[src/rtl/sipo_deser_pkg.sv]
// Shared encodings for the serial-in parallel-out receiver.
package sipo_deser_pkg;

  typedef enum logic {
    ST_IDLE  = 1'b0,
    ST_SHIFT = 1'b1
  } state_e;

  localparam logic ORDER_MSB = 1'b1;
  localparam logic ORDER_LSB = 1'b0;

endpackage

[src/rtl/sipo_deser_if.sv]
// Serial-side inputs and word-side handshake of the SIPO receiver.
interface sipo_deser_if #(
  parameter int WIDTH = 16
);

  logic             serial_in;
  logic             bit_valid;
  logic             frame_start;
  logic             msb_first;
  logic [WIDTH-1:0] data_out;
  logic             data_valid;
  logic             data_ready;
  logic             busy;
  logic             overrun;
  logic             clr_overrun;

  modport master (
    output serial_in, bit_valid, frame_start, msb_first, data_ready, clr_overrun,
    input  data_out, data_valid, busy, overrun
  );

  modport slave (
    input  serial_in, bit_valid, frame_start, msb_first, data_ready, clr_overrun,
    output data_out, data_valid, busy, overrun
  );

endinterface

[src/rtl/sipo_out_reg.sv]
// Held output word with valid/ready; accepts a load when empty or draining on the same edge.
module sipo_out_reg #(
  parameter int WIDTH = 16
) (
  input  logic             clk,
  input  logic             reset,
  input  logic             load,
  input  logic [WIDTH-1:0] word,
  input  logic             data_ready,
  output logic [WIDTH-1:0] data_out,
  output logic             data_valid,
  output logic             full
);

  logic [WIDTH-1:0] data_out_q, data_out_d;
  logic             data_valid_q, data_valid_d;
  logic             take;

  assign take = data_valid_q && data_ready;
  // full means a load on this edge would have nowhere to go
  assign full = data_valid_q && !data_ready;

  always_comb begin
    data_out_d   = data_out_q;
    data_valid_d = data_valid_q;
    if (load && !full) begin
      data_out_d   = word;
      data_valid_d = 1'b1;
    end else if (take) begin
      data_valid_d = 1'b0;
    end
  end

  always_ff @(posedge clk or posedge reset) begin
    if (reset) begin
      data_out_q   <= '0;
      data_valid_q <= 1'b0;
    end else begin
      data_out_q   <= data_out_d;
      data_valid_q <= data_valid_d;
    end
  end

  assign data_out   = data_out_q;
  assign data_valid = data_valid_q;

endmodule

[src/rtl/sipo_deser.sv]
// Serial-in parallel-out receiver: assembles WIDTH bits per frame and presents the word
// on the completing edge; a word completing against a stalled consumer is dropped and flagged.
module sipo_deser
  import sipo_deser_pkg::*;
#(
  parameter int WIDTH = 16
) (
  input  logic         clk,
  input  logic         reset,
  sipo_deser_if.slave  bus
);

  localparam int CNT_W = $clog2(WIDTH) + 1;
  localparam logic [CNT_W-1:0] LAST = CNT_W'(WIDTH - 1);

  state_e           state_q, state_d;
  logic [CNT_W-1:0] count_q, count_d;
  logic [WIDTH-1:0] sreg_q, sreg_d;
  logic             order_q, order_d;
  logic             overrun_q, overrun_d;

  logic [WIDTH-1:0] base;
  logic [WIDTH-1:0] shifted;
  logic [CNT_W-1:0] cnt_cur;
  logic             order_cur;
  logic             beat;
  logic             load;
  logic             full;
  logic [WIDTH-1:0] out_dat;
  logic             out_vld;

  always_comb begin
    state_d   = state_q;
    count_d   = count_q;
    sreg_d    = sreg_q;
    order_d   = order_q;
    load      = 1'b0;
    base      = sreg_q;
    order_cur = order_q;
    cnt_cur   = count_q;

    // A start beat restarts the frame from scratch, discarding any partial word
    if (bus.frame_start) begin
      base      = '0;
      order_cur = bus.msb_first;
      cnt_cur   = '0;
    end

    if (order_cur == ORDER_MSB) begin
      shifted = {base[WIDTH-2:0], bus.serial_in};
    end else begin
      shifted = {bus.serial_in, base[WIDTH-1:1]};
    end

    beat = bus.bit_valid && (bus.frame_start || (state_q == ST_SHIFT));

    if (beat) begin
      sreg_d  = shifted;
      order_d = order_cur;
      if (cnt_cur == LAST) begin
        load    = 1'b1;
        state_d = ST_IDLE;
        count_d = '0;
      end else begin
        state_d = ST_SHIFT;
        count_d = cnt_cur + CNT_W'(1);
      end
    end
  end

  always_comb begin
    overrun_d = overrun_q;
    if (load && full) begin
      overrun_d = 1'b1;
    end else if (bus.clr_overrun) begin
      overrun_d = 1'b0;
    end
  end

  always_ff @(posedge clk or posedge reset) begin
    if (reset) begin
      state_q   <= ST_IDLE;
      count_q   <= '0;
      sreg_q    <= '0;
      order_q   <= ORDER_MSB;
      overrun_q <= 1'b0;
    end else begin
      state_q   <= state_d;
      count_q   <= count_d;
      sreg_q    <= sreg_d;
      order_q   <= order_d;
      overrun_q <= overrun_d;
    end
  end

  // The completing beat's shifted value already holds all WIDTH bits
  sipo_out_reg #(
    .WIDTH(WIDTH)
  ) u_out_reg (
    .clk        (clk),
    .reset      (reset),
    .load       (load),
    .word       (shifted),
    .data_ready (bus.data_ready),
    .data_out   (out_dat),
    .data_valid (out_vld),
    .full       (full)
  );

  assign bus.data_out   = out_dat;
  assign bus.data_valid = out_vld;
  assign bus.busy       = (state_q == ST_SHIFT);
  assign bus.overrun    = overrun_q;

endmodule

[src/flat_wrapper.sv]
// flat-port wrapper written by rule: the top's interface ports become plain ports
module sipo_deser_flat import sipo_deser_pkg::*;
#(
  parameter int WIDTH = 16
)
  (clk, reset, bus_serial_in, bus_bit_valid, bus_frame_start, bus_msb_first, bus_data_ready, bus_clr_overrun, bus_data_out, bus_data_valid, bus_busy, bus_overrun);
  sipo_deser_if #(.WIDTH(WIDTH)) bus_i ();
  input  logic clk;
  input  logic reset;
  input wire logic [$bits(bus_i.serial_in)-1:0] bus_serial_in;
  input wire logic [$bits(bus_i.bit_valid)-1:0] bus_bit_valid;
  input wire logic [$bits(bus_i.frame_start)-1:0] bus_frame_start;
  input wire logic [$bits(bus_i.msb_first)-1:0] bus_msb_first;
  input wire logic [$bits(bus_i.data_ready)-1:0] bus_data_ready;
  input wire logic [$bits(bus_i.clr_overrun)-1:0] bus_clr_overrun;
  output wire logic [$bits(bus_i.data_out)-1:0] bus_data_out;
  output wire logic [$bits(bus_i.data_valid)-1:0] bus_data_valid;
  output wire logic [$bits(bus_i.busy)-1:0] bus_busy;
  output wire logic [$bits(bus_i.overrun)-1:0] bus_overrun;
  assign bus_i.serial_in = bus_serial_in;
  assign bus_i.bit_valid = bus_bit_valid;
  assign bus_i.frame_start = bus_frame_start;
  assign bus_i.msb_first = bus_msb_first;
  assign bus_i.data_ready = bus_data_ready;
  assign bus_i.clr_overrun = bus_clr_overrun;
  assign bus_data_out = bus_i.data_out;
  assign bus_data_valid = bus_i.data_valid;
  assign bus_busy = bus_i.busy;
  assign bus_overrun = bus_i.overrun;
  sipo_deser #(.WIDTH(WIDTH)) u_core (.clk(clk), .reset(reset), .bus(bus_i));
endmodule
[config.mk]
export PLATFORM = sky130hd
export DESIGN_NAME = sipo_deser_flat
export DESIGN_NICKNAME = d
export VERILOG_FILES = /design/src/rtl/sipo_deser_pkg.sv /design/src/rtl/sipo_deser_if.sv /design/src/rtl/sipo_out_reg.sv /design/src/rtl/sipo_deser.sv /design/src/flat_wrapper.sv
export SDC_FILE = /design/constraint.sdc
export NUM_CORES = 1
export LEC_CHECK = 0
export CAP_MARGIN = 20
export CORE_MARGIN = 2
export CORE_UTILIZATION = 48
export CTS_CLUSTER_DIAMETER = 100
export CTS_CLUSTER_SIZE = 40
export DETAILED_ROUTE_END_ITERATION = 8
export PLACE_DENSITY = 0.74
export SYNTH_ARGS = -nofsm -noshare
export SYNTH_HDL_FRONTEND = slang
export SYNTH_SLANG_ARGS = --single-unit
[constraint.sdc]
create_clock -name clk -period 1.6 [get_ports clk]
set_input_delay 0.48 -clock clk [delete_from_list [all_inputs] [get_ports clk]]
set_output_delay 0.48 -clock clk [all_outputs]
set_load 0.02 [all_outputs]
# Yosys cells after proc, flatten, opt, wreduce, memory -nomap -nowiden
# Index checks and enable logic that the tools add are counted.
# totals
register_bits	41
out_inout_bits	19
word_cells	31
# classes
addsub	1
eq_ne	1
muxes	12
reduce_logical	10
# op_table
operator	count
$mux 16	2
$mux 5	2
$mux 1	8
$add 5x1->5 const B	1
$eq 5x4->1 const B	1
$logic_and 1x1->1	5
$reduce_bool 2->1	2
$logic_not 1->1	2
$logic_or 1x1->1	1

# Longest topological paths before layout
# logic_depth
word_depth	6
depth_mapped	9
depth_no_buf	5

# Modules after synthesis
# A second synthesis with hierarchy kept.
# hier_totals
cells_unflattened	152
hier_area_um2	1968.1
# modules_own_cells
mod	n_inst	cells_each	area_per_inst_um2
sipo_deser	1	113	1265.0
sipo_out_reg	1	39	703.2

# Worst setup path after synthesis
# OpenSTA, ideal clock, no wires.
# synth_timing
kind	input to register
from	input bus_frame_start
to	register u_core.u_out_reg.data_out_q[10], in the netlist u_core.u_out_reg.data_out[10]
setup_time_ns	0.125
arrival_time_ns	2.097
required_time_ns	1.475
path_slack_ns	-0.622
stages	9
path_cell_list	buf_2 -> clkbuf_1 -> nor2b_1 -> ha_1 -> and3_4 -> and3_1 -> buf_6 -> buf_12 -> mux2_4
# synth_via
elab_chain_cells	5
elab_cells_between_ends	10
cone_classes	eq/ne: 1; mux: 6; reduce/logical: 3
# synth_rtl
item	line	rtl
start: declaration	flat_wrapper.sv:12	input wire logic [$bits(bus_i.frame_start)-1:0] bus_frame_start;
$mux 5	sipo_deser.sv:43	if (bus.frame_start) begin
$eq 5x4->1	sipo_deser.sv:60	if (cnt_cur == LAST) begin
$mux 1	sipo_deser.sv:60	
$mux 1	sipo_deser.sv:57	if (beat) begin
$logic_and 1x1->1	sipo_out_reg.sv:26	if (load && !full) begin
end signal: assignment	sipo_out_reg.sv:39	data_out_q <= data_out_d;
end: declaration	sipo_out_reg.sv:15	logic [WIDTH-1:0] data_out_q, data_out_d;
# Parallel ways exist; a longest one is shown, timed or not.
# A chain may end at the register's enable or synchronous reset.

# Worst setup path in the final report
# layout_timing
from	register u_core.count_q[0]
to	register u_core.u_out_reg.data_out_q[12], in the netlist u_core.u_out_reg.data_out[12]
# layout_via
elab_chain_cells	5
# layout_rtl
item	line	rtl
start: declaration	sipo_deser.sv:17	logic [CNT_W-1:0] count_q, count_d;
start signal: assignment	sipo_deser.sv:89	count_q <= count_d;
$mux 5	sipo_deser.sv:43	
$eq 5x4->1	sipo_deser.sv:60	
$mux 1	sipo_deser.sv:60	
$mux 1	sipo_deser.sv:57	
$logic_and 1x1->1	sipo_out_reg.sv:26	
# No other way between the ends.

==> metrics <==
Routed WL=4136 um; RR Startpoint=u_core.count_q[0]; Avg Cell Area, Syn=12.89 um2; WL/cell=16.68 um; Area growth syn-to-layout=31.56%; CP Data Required Time=1.77 ns; CP startpoint kind=flop; # diodes=0; Core ar.=3943 um2; Final setup viols=16; Sink Count=41; setup ws final=-0.07667 ns; DP HPWL=2783 um; Ports=27; DRC=0; worst reg2reg setup slack=-0.08 ns; Crit path depth=6; Crit path top cell by count=and3_4; Storage cell area=1027 um2; Max Cap Viol=0; reg2reg path depth=6; Cell variety after synth=30; failing checks=negative setup slack; GRT Total Usage=20.65%; CP Class=reg2reg; critical path launch point=u_core.count_q[0]; Synth warnings=0; WP buf/inv=1; delay-heaviest family, CP=simple AND/OR/NAND/NOR gates; vias in the first global route=1422; GP Congestion=0.7487; Final Skew=0.01157 ns; drt via density=5.286; WHS=0.4928 ns; Setup crit end kind=flop; status=complete, but fails checks; IO buf count=26; final net count=206; Die ar.=4581 um2; Clock transition at path regs=0.08 ns; initial antenna violation count=0; Hold Vio Cnt, Final=0; setup TNS=-0.8986 ns; cell row count=23; FILL cells=290; Initial Util=49.38%; H-tree Lvls=2; post-layout min period=1.677 ns; multi-input logic area=904.6 um2; Worst-Margin Slew=0.3711 ns; max incr delay on CP=0.36 ns; Power Dens Cells=889.7 nW/um2; RSZ-0062 raised after global routing=yes; crit-path cells=nor2b_4 > ha_4 > and3_4 > and3_4 > buf_8 > mux2_4; flops & latches, synth=41; Leak Pwr=0.001314 uW; post-synthesis cell count=151; mapped cell area=1947 um2; sequential area share after synthesis=52.76%; syn nets=160; largest net degree at the start of global routing=27; Detailed Routing Iterations Pass 1=4; clk buf depth=2; Setup crit end=u_core.u_out_reg.data_out[12]; Die W=67.69 um; Critical-path top delay cell=dfrtp_1; worst min path class=reg2reg; highest fanout seen on the critical path=7; Die Span Y=67.69 um; layout cells sized above 1=35.86%; Root Buffer=clkbuf_8; Max Fclk=596.4 MHz; R2R Path End=u_core.u_out_reg.data_out[12]; vias post-DR=1311; global-route wire length before repair=6803 um; total power=2279 uW; Congestion Overflow GR=0; initial DRC count=61; CTS tree=done; Worst-Skew Late Latency=0.29 ns; total CTS buffers=5; Max rail drop VDD=0.7526 mV; Antenna Nets Post-Route=0; fin crit share=104.8%; Data arrival, critical path=1.85 ns; Final Slew Violations=0; Hold Buf Count CTS=0; worst slew margin relative to its limit=75.00%
==> cells in the mapped netlist, drive strengths merged <==
master / count / share of area [%]
a21oi: 4 / 1.0
a41oi: 1 / 0.45
and2: 1 / 0.32
and3: 2 / 0.90
and4bb: 1 / 0.64
buf: 7 / 3.0
clkbuf: 2 / 0.39
dfrtp: 40 / 51
dfstp: 1 / 1.3
ha: 1 / 0.64
inv: 4 / 0.77
mux2: 34 / 22
mux2i: 16 / 8.2
nand2: 6 / 1.2
nand2b: 1 / 0.32
nand3: 2 / 0.51
nand3b: 2 / 0.77
nor2: 14 / 2.7
nor2b: 2 / 0.64
o211ai: 1 / 0.39
o21a: 1 / 0.39
o21ai: 5 / 1.3
o22ai: 1 / 0.32
o31ai: 1 / 0.39
or4: 1 / 0.39
==> state kept, by name, summed over array words and instances (netlist names) <==
| name | flops |
|---|---|
| u_core.u_out_reg.data_valid | 1 |
| u_core.sreg_q | 16 |
| u_core.u_out_reg.data_out | 16 |
| u_core.bus.overrun | 1 |
| u_core.bus.busy | 1 |
| u_core.count_q | 5 |
| u_core.order_q | 1 |
==> area by class of cell <==
type | instances | area share [%]
multi-input cells | 97 | 35.32
flip-flops and latches | 41 | 40.11
clock buffers | 7 | 3.371
well taps | 50 | 2.443
clock inverters | 1 | 1.172
inverters | 4 | 0.5862
repair buffers | 48 | 17.00
==> how the worst min path moves through the flow <==
stage | endpoint | slack (ns) | startpoint | cells after the start
5_1_grt | u_core.count_q[4] | 0.51 | u_core.count_q[4] | 1
3_5_place_dp | u_core.count_q[4] | 0.48 | u_core.count_q[4] | 1
4_1_cts | u_core.count_q[4] | 0.50 | u_core.count_q[4] | 1
3_3_place_gp | u_core.count_q[4] | 0.47 | u_core.count_q[4] | 1
2_1_floorplan | u_core.count_q[4] | 0.45 | u_core.count_q[4] | 1
6_report | u_core.count_q[4] | 0.49 | u_core.count_q[4] | 1
==> where the power goes <==
group | switching [uW] | internal [uW] | leakage, uW
combinational | 140 | 177 | 0.000699
sequential | 33.0 | 1080 | 0.000557
clock | 340 | 509 | 0.0000585
total | 512 | 1770 | 0.00131
==> layer usage <==
metal	routed length, um	vias up	global-route usage, %	share of wire [%]
met5	0	-	0	0
met4	36	0	5.357	0.87
met3	166	6	6.000	4.0
met2	2207	28	36.64	53
met1	1725	653	24.32	42
li1	-	624	-	-
==> through the flow <==
step / setup WS (ns) / instance area, um2 / cells / util [%]
floorplan: -0.4702 / 1974 / 151 / -
global placement: -0.6631 / 2369 / 234 / 60.08
detailed placement: -0.7547 / 2369 / 234 / 60.08
CTS: -0.1236 / 2579 / 247 / 65.41
global route: -0.1159 / 2561 / 248 / 64.96
finish: -0.07667 / 2561 / 248 / 64.96
==> layout by cell type (no fill, tap or decap), types with 4 or more instances in the layout <==
cell,instances
dlygate4sd2_1,20
mux2_4,16
clkdlybuf4s50_1,5
buf_4,17
a21oi_1,4
inv_1,4
mux2_2,18
o21ai_0,4
mux2i_1,16
nor2_1,14
clkbuf_8,6
dfrtp_1,40
nand2_1,6
==> worst register-to-register path, delay by kind of cell, from the launching register on <==
| family | cells | cell delay [ns] |
|---|---|---|
| DFF | 1 | 0.36 |
| and+or+nand+nor | 3 | 0.59 |
| adders and majority gates | 1 | 0.14 |
| muxes | 1 | 0.31 |
| buffers and inverters | 1 | 0.16 |
==> what timing repair did <==
action	in CTS	in global routing
pin swaps	1	1
gates cloned	1	0
gates resized for setup	41	1
endpoints found under the setup margin	55	28
setup buffers	5	3
hold endpoints to repair	0	0
==> logic make-up after synthesis <==
family                     count (synthesis)  synth area share, %
AOI/OAI and AO/OA                         14                4.242
adders and majority gates                  1               0.6426
buffers and inverters                     13                4.177
DFF                                       41                52.76
muxes                                     50                29.82
and+or+nand+nor                           32                8.355
Power figures use the tool's default switching activity.
